==> src/rtl/lsu_mem_master_if.sv <==
// Request/response handshake between the pipeline and the load/store unit.
// master = pipeline side, slave = lsu_mem_master.
interface lsu_mem_master_if #(
  parameter int DATA_WIDTH = 32,
  parameter int ADDR_WIDTH = 32
);
  logic                  req_valid;
  logic                  req_ready;
  logic                  req_we;
  logic [1:0]            req_size;
  logic                  req_unsigned;
  logic [ADDR_WIDTH-1:0] req_addr;
  logic [DATA_WIDTH-1:0] req_wdata;
  logic                  rsp_valid;
  logic [DATA_WIDTH-1:0] rsp_rdata;
  logic                  rsp_err;

  modport master (
    output req_valid, req_we, req_size,
    output req_unsigned, req_addr, req_wdata,
    input  req_ready, rsp_valid, rsp_rdata, rsp_err
  );

  modport slave (
    input  req_valid, req_we, req_size,
    input  req_unsigned, req_addr, req_wdata,
    output req_ready, rsp_valid, rsp_rdata, rsp_err
  );
endinterface

==> src/rtl/lsu_mem_master.sv <==
// Load/store initiator for a word-addressed single-port data memory.
// Handles sub-word stores by read-modify-write and extends sub-word loads.
module lsu_mem_master #(
  parameter int DATA_WIDTH = 32,
  parameter int ADDR_WIDTH = 32
) (
  input  logic                  clk,
  input  logic                  reset,
  lsu_mem_master_if.slave       bus,
  output logic                  mem_we,
  output logic [ADDR_WIDTH-1:0] mem_a,
  output logic [DATA_WIDTH-1:0] mem_wd,
  input  logic [DATA_WIDTH-1:0] mem_rd
);

  typedef enum logic [1:0] {
    IDLE,
    READ,
    WRITE,
    RESP
  } state_t;

  localparam logic [1:0] SZ_B = 2'b00;
  localparam logic [1:0] SZ_H = 2'b01;
  localparam logic [1:0] SZ_W = 2'b10;

  state_t                state;
  logic                  l_we;
  logic                  l_uns;
  logic [1:0]            l_size;
  logic [1:0]            l_lane;
  logic [15:0]           l_wdata;
  logic                  bad;
  logic                  word_st;
  logic [ADDR_WIDTH-1:0] word_a;

  function automatic logic [DATA_WIDTH-1:0] merge(
    input logic [DATA_WIDTH-1:0] w,
    input logic [1:0]            sz,
    input logic [1:0]            lane,
    input logic [15:0]           d
  );
    logic [DATA_WIDTH-1:0] r;
    r = w;
    if (sz == SZ_B)
      r[{lane, 3'b000} +: 8] = d[7:0];
    else
      r[{lane[1], 4'b0000} +: 16] = d;
    return r;
  endfunction

  function automatic logic [DATA_WIDTH-1:0] extend(
    input logic [DATA_WIDTH-1:0] w,
    input logic [1:0]            sz,
    input logic [1:0]            lane,
    input logic                  uns
  );
    logic [7:0]            b;
    logic [15:0]           h;
    logic [DATA_WIDTH-1:0] r;
    b = w[{lane, 3'b000} +: 8];
    h = w[{lane[1], 4'b0000} +: 16];
    unique case (1'b1)
      sz == SZ_B: r = {{24{~uns & b[7]}}, b};
      sz == SZ_H: r = {{16{~uns & h[15]}}, h};
      default:    r = w;
    endcase
    return r;
  endfunction

  assign word_a = {bus.req_addr[ADDR_WIDTH-1:2], 2'b00};
  assign word_st = bus.req_we && (bus.req_size == SZ_W);
  assign bus.req_ready = (state == IDLE) && !reset;

  always_comb begin
    bad = 1'b0;
    unique case (1'b1)
      bus.req_size == SZ_B: bad = 1'b0;
      bus.req_size == SZ_H: bad = bus.req_addr[0];
      bus.req_size == SZ_W: bad = |bus.req_addr[1:0];
      default:              bad = 1'b1;
    endcase
  end

  always_ff @(posedge clk or posedge reset) begin
    if (reset) begin
      state         <= IDLE;
      l_we          <= 1'b0;
      l_uns         <= 1'b0;
      l_size        <= 2'b00;
      l_lane        <= 2'b00;
      l_wdata       <= '0;
      mem_we        <= 1'b0;
      mem_a         <= '0;
      mem_wd        <= '0;
      bus.rsp_valid <= 1'b0;
      bus.rsp_err   <= 1'b0;
      bus.rsp_rdata <= '0;
    end else begin
      mem_we        <= 1'b0;
      bus.rsp_valid <= 1'b0;
      bus.rsp_err   <= 1'b0;
      bus.rsp_rdata <= '0;
      case (state)
        IDLE: begin
          if (bus.req_valid) begin
            l_we    <= bus.req_we;
            l_uns   <= bus.req_unsigned;
            l_size  <= bus.req_size;
            l_lane  <= bus.req_addr[1:0];
            l_wdata <= bus.req_wdata[15:0];
            // Errors skip the memory entirely.
            if (bad) begin
              bus.rsp_valid <= 1'b1;
              bus.rsp_err   <= 1'b1;
              state         <= RESP;
            end else if (word_st) begin
              mem_a  <= word_a;
              mem_wd <= bus.req_wdata;
              mem_we <= 1'b1;
              state  <= WRITE;
            end else begin
              mem_a <= word_a;
              state <= READ;
            end
          end
        end
        READ: begin
          if (l_we) begin
            mem_wd <= merge(mem_rd, l_size, l_lane, l_wdata);
            mem_we <= 1'b1;
            state  <= WRITE;
          end else begin
            bus.rsp_valid <= 1'b1;
            bus.rsp_rdata <= extend(mem_rd, l_size, l_lane, l_uns);
            state         <= RESP;
          end
        end
        WRITE: begin
          bus.rsp_valid <= 1'b1;
          state         <= RESP;
        end
        RESP: begin
          state <= IDLE;
        end
        default: state <= IDLE;
      endcase
    end
  end

endmodule

==> src/flat_wrapper.sv <==
// flat-port wrapper written by rule: the top's interface ports become plain ports
module lsu_mem_master_flat 
#(
  parameter int DATA_WIDTH = 32,
  parameter int ADDR_WIDTH = 32
)
  (clk, reset, mem_we, mem_a, mem_wd, mem_rd, bus_req_valid, bus_req_we, bus_req_size, bus_req_unsigned, bus_req_addr, bus_req_wdata, bus_req_ready, bus_rsp_valid, bus_rsp_rdata, bus_rsp_err);
  lsu_mem_master_if #(.DATA_WIDTH(DATA_WIDTH), .ADDR_WIDTH(ADDR_WIDTH)) bus_i ();
  input  logic clk;
  input  logic reset;
  output logic mem_we;
  output logic [ADDR_WIDTH-1:0] mem_a;
  output logic [DATA_WIDTH-1:0] mem_wd;
  input  logic [DATA_WIDTH-1:0] mem_rd;
  input wire logic [$bits(bus_i.req_valid)-1:0] bus_req_valid;
  input wire logic [$bits(bus_i.req_we)-1:0] bus_req_we;
  input wire logic [$bits(bus_i.req_size)-1:0] bus_req_size;
  input wire logic [$bits(bus_i.req_unsigned)-1:0] bus_req_unsigned;
  input wire logic [$bits(bus_i.req_addr)-1:0] bus_req_addr;
  input wire logic [$bits(bus_i.req_wdata)-1:0] bus_req_wdata;
  output wire logic [$bits(bus_i.req_ready)-1:0] bus_req_ready;
  output wire logic [$bits(bus_i.rsp_valid)-1:0] bus_rsp_valid;
  output wire logic [$bits(bus_i.rsp_rdata)-1:0] bus_rsp_rdata;
  output wire logic [$bits(bus_i.rsp_err)-1:0] bus_rsp_err;
  assign bus_i.req_valid = bus_req_valid;
  assign bus_i.req_we = bus_req_we;
  assign bus_i.req_size = bus_req_size;
  assign bus_i.req_unsigned = bus_req_unsigned;
  assign bus_i.req_addr = bus_req_addr;
  assign bus_i.req_wdata = bus_req_wdata;
  assign bus_req_ready = bus_i.req_ready;
  assign bus_rsp_valid = bus_i.rsp_valid;
  assign bus_rsp_rdata = bus_i.rsp_rdata;
  assign bus_rsp_err = bus_i.rsp_err;
  lsu_mem_master #(.DATA_WIDTH(DATA_WIDTH), .ADDR_WIDTH(ADDR_WIDTH)) u_core (.clk(clk), .reset(reset), .bus(bus_i), .mem_we(mem_we), .mem_a(mem_a), .mem_wd(mem_wd), .mem_rd(mem_rd));
endmodule
==> config.mk <==
export PLATFORM = sky130hd
export DESIGN_NAME = lsu_mem_master_flat
export DESIGN_NICKNAME = d
export VERILOG_FILES = /design/src/rtl/lsu_mem_master_if.sv /design/src/rtl/lsu_mem_master.sv /design/src/flat_wrapper.sv
export SDC_FILE = /design/constraint.sdc
export NUM_CORES = 1
export LEC_CHECK = 0
export ABC_AREA = 1
export CAP_MARGIN = 15
export CORE_MARGIN = 5
export CORE_UTILIZATION = 43
export CTS_CLUSTER_SIZE = 14
export DETAILED_ROUTE_END_ITERATION = 8
export PLACE_DENSITY = 0.89
export SETUP_SLACK_MARGIN = 0.3
export SLEW_MARGIN = 20
export SYNTH_ARGS = -nofsm -noshare
export SYNTH_HDL_FRONTEND = slang
export SYNTH_SLANG_ARGS = --single-unit
export TNS_END_PERCENT = 50
==> constraint.sdc <==
create_clock -name clk -period 3.89 [get_ports clk]
set_clock_uncertainty 0.05 [all_clocks]
set_input_delay 0.778 -clock clk [delete_from_list [all_inputs] [get_ports clk]]
set_output_delay 0.778 -clock clk [all_outputs]
set_load 0.005 [all_outputs]
==> flow_metrics.env <==
export IMPL_ant_nets=0
export IMPL_drive_above_1_share_pct=6.42
export IMPL_postCtsHoldBufs=0
export IMPL_worstPathRequired_ps=4150
export IMPL_antenna_found_initial=2
export IMPL_grt_pass1_wl_um=33800
export IMPL_p_per_area_nw_per_um2=809
export IMPL_synth_cells=964
export IMPL_hold_class="flip-flop to flip-flop"
export IMPL_cellLeakagePower_uw=0.00477
export IMPL_clkLatencyLatePin_ps=420
export IMPL_vias=6994
export IMPL_grtUsageTotal_pct=23.7
export IMPL_wl_per_cell_um=16.1
export IMPL_initial_core_util_pct=44.3
export IMPL_ys_flop_type="dfrtp_1"
export IMPL_outcome="completed"
export IMPL_synth_cell_types=31
export IMPL_reg2reg_slack_ps=1180
export IMPL_drt_vias_per_instance=5.13
export IMPL_ir_drop_uv=450
export IMPL_startpoint_type="flip-flop"
export IMPL_path_cells="inv_1 -> ha_1 -> clkinv_1 -> nand4_1 -> o21ai_0 -> nand2_1 -> nand2_1 -> nand2_1 -> nand2_1"
export IMPL_postCtsSetupBuffers=0
export IMPL_synth_edf_count=0
export IMPL_r2r_end="u_core.mem_wd[17]"
export IMPL_yosysTopAreaCellShare_pct=44.7
export IMPL_grt_max_degree=58
export IMPL_fin_crit_ps=2710
export IMPL_worst_slew_pin_slew_ps=945
export IMPL_min_to="u_core.mem_a[22]"
export IMPL_synth_seq_cells=121
export IMPL_path_clk_slew_ps=50
export IMPL_cts_sinks=121
export IMPL_period_share_pct=69.8
export IMPL_setup_violations=0
export IMPL_gr_usage_met1_pct=28.8
export IMPL_max_slew_margin_pct=36.8
export IMPL_grt_pass1_vias=6531
export IMPL_nets=1255
export IMPL_max_freq_mhz=368
export IMPL_drc_errors=0
export IMPL_crit_arrival_ps=2970
export IMPL_die_w_um=136
export IMPL_overflow=0
export IMPL_hold_slack_ps=426
export IMPL_cts_tree="done"
export IMPL_port_buffers=200
export IMPL_seq_area_frac_synth_pct=44.7
export IMPL_reg2regPathDepth=9
export IMPL_async_reset_ff_share_pct=100
export IMPL_critPathKind="flip-flop to flip-flop"
export IMPL_worst_path_max_fanout=13
export IMPL_avgSynthCellArea_um2=7.03
export IMPL_worstSetupEndpointType="flip-flop"
export IMPL_syn_area_um2=6780
export IMPL_use_met2_pct=37.8
export IMPL_cts_root_buf="clkbuf_16"
export IMPL_drt_total_wl_um=21900
export IMPL_setup_slack_ps=1180
export IMPL_hold_start="u_core.mem_a[22]"
export IMPL_ys_top_cells_by_area="dfrtp_1 45%, nand2_1 25%, nand3_1 6.4%"
export IMPL_yosysTopAreaCell="dfrtp_1"
export IMPL_cp_common_cell="nand2_1"
export IMPL_coreArea_um2=15300
export IMPL_fp_row_count=45
export IMPL_cts_made_buffers=17
export IMPL_globalplace_congestion=0.975
export IMPL_gr_usage_met3_pct=8.88
export IMPL_fin_setup_tns_ps=0
export IMPL_holdPathStages=2
export IMPL_drt_iter0_markers=529
export IMPL_cpPeakStageDelay_ps=500
export IMPL_yosys_warnings=0
export IMPL_dp_hpwl_um=16000
export IMPL_critPathSlowestCell="dfrtp_1"
export IMPL_rsz0062_at_grt="no"
export IMPL_cap_violations=0
export IMPL_cts_path_max_buffers=2
export IMPL_syn_to_final_growth_pct=39.7
export IMPL_slew_violations=0
export IMPL_die_area_um2=18400
export IMPL_ios=203
export IMPL_finalHoldViolCount=0
export IMPL_drtPass1Iterations=5
export IMPL_fp_dieH_um=136
export IMPL_antennaDiodeCount=0
export IMPL_htree_levels=4
export IMPL_r2r_start="u_core.l_lane[0]"
export IMPL_grt_busiest_layer="met2"
export IMPL_dp_slack_ps=1120
export IMPL_cts_resized=0
[cell usage in the layout (no fill, tap or decap), types with 2 or more instances in the layout]
master           synthesis  final
a21oi_1                 47     47
buf_12                   0      3
buf_4                    9     10
bufinv_16                0      3
clkbuf_1                20      2
clkbuf_16                0     17
clkdlybuf4s50_1          0    200
clkinv_1                 4      4
clkinv_2                 0      6
clkinvlp_4               0      2
conb_1                   1      2
dfrtp_1                121    121
ha_1                    10     10
inv_1                   52     51
inv_2                    4      4
nand2_1                444    444
nand2_2                  3      3
nand2_4                  2      2
nand3_1                 86     86
nand4_1                 10     10
nor2_1                  57     57
nor2_2                  10     10
nor3_2                   2      2
o211ai_1                 8      8
o21a_1                   6      6
o21ai_0                 24     24
o221ai_1                 6      6
or2_2                    7      7
[per-layer routing]
metal / wire length [um] / vias to the layer above
met1: 8620 / 3174
met5: 30 / -
met3: 2530 / 49
met4: 641 / 4
met2: 10100 / 379
li1: - / 3388
[through the flow]
step                std cells  power (uW)  area (um2)  utilization (%)
finish                   1364        7670        9470             61.8
global route             1364        8240        9470             61.8
CTS                      1363        7670        9450             61.7
detailed placement       1333        6060        8880             58.0
global placement         1333        5940        8880             58.0
floorplan                 965        4510        6790                -
[worst max-delay path, delay by kind of cell, from the launching register on]
kind	cells	cell delay, ps
buffers and inverters	2	740
AND/OR/NAND/NOR	5	690
flip-flops	1	500
adder cells (fa/ha/maj)	1	490
AO/OA/AOI/OAI	1	120
[logic make-up after synthesis]
kind of cell	after synthesis	share of synthesized area, %
AO/OA/AOI/OAI	92	7.66
adder cells (fa/ha/maj)	10	1.85
buffers and inverters	116	7.70
flip-flops	121	44.7
other	1	0.0553
AND/OR/NAND/NOR	624	38.1
[flip-flops by register name, indices dropped and copies added, names as in the netlist, 2 cells and up]
| signal | cells |
|---|---|
| u_core.mem_wd | 32 |
| u_core.l_lane | 2 |
| u_core.bus.rsp_rdata | 32 |
| u_core.l_wdata | 16 |
| u_core.mem_a | 30 |
| u_core.l_size | 2 |
| u_core.state | 2 |
[area by class of cell]
class / instances / area (um2)
flip-flops and latches: 121 / 3030
clock inverters: 10 / 128
inverters: 61 / 235
fillers: 1358 / 5840
multi-input cells: 728 / 3230
clock buffers: 20 / 447
well taps: 211 / 264
repair buffers: 213 / 2140
[synth_stat cells (3+ instances only)]
library cell  instances
buf_4                 9
dfrtp_1             121
nand3_1              86
nand2_2               3
o21ai_0              24
or2_2                 7
a21oi_1              47
o21a_1                6
nor2_1               57
ha_1                 10
buf_1                 6
inv_1                52
nand2_1             444
o211ai_1              8
inv_2                 4
buf_6                 4
buf_2                15
nor2_2               10
clkbuf_1             20
o221ai_1              6
nand4_1              10
clkinv_1              4
[where the power goes]
group | leakage, uW | internal, uW | switching (uW) | total (uW)
Clock | 0.000285 | 1010 | 558 | 1570
Combinational | 0.00294 | 1670 | 2250 | 3920
Sequential | 0.00155 | 1810 | 374 | 2180
Total | 0.00477 | 4480 | 3190 | 7670
[worst max path at each step]
stage                         endpoint             start  cells after the start  slack (ps)
global placement         bus_req_ready             reset                      3        1190
floorplan           u_core.bus.rsp_err             reset                      1        1580
detailed placement     u_core.mem_a[2]   bus_req_addr[0]                      7        1120
CTS                      bus_req_ready   u_core.state[0]                      5        1190
finish               u_core.mem_wd[17]  u_core.l_lane[0]                      9        1180
global route         u_core.mem_wd[23]  u_core.l_lane[0]                      9         990
Power figures use the tool's default switching activity.
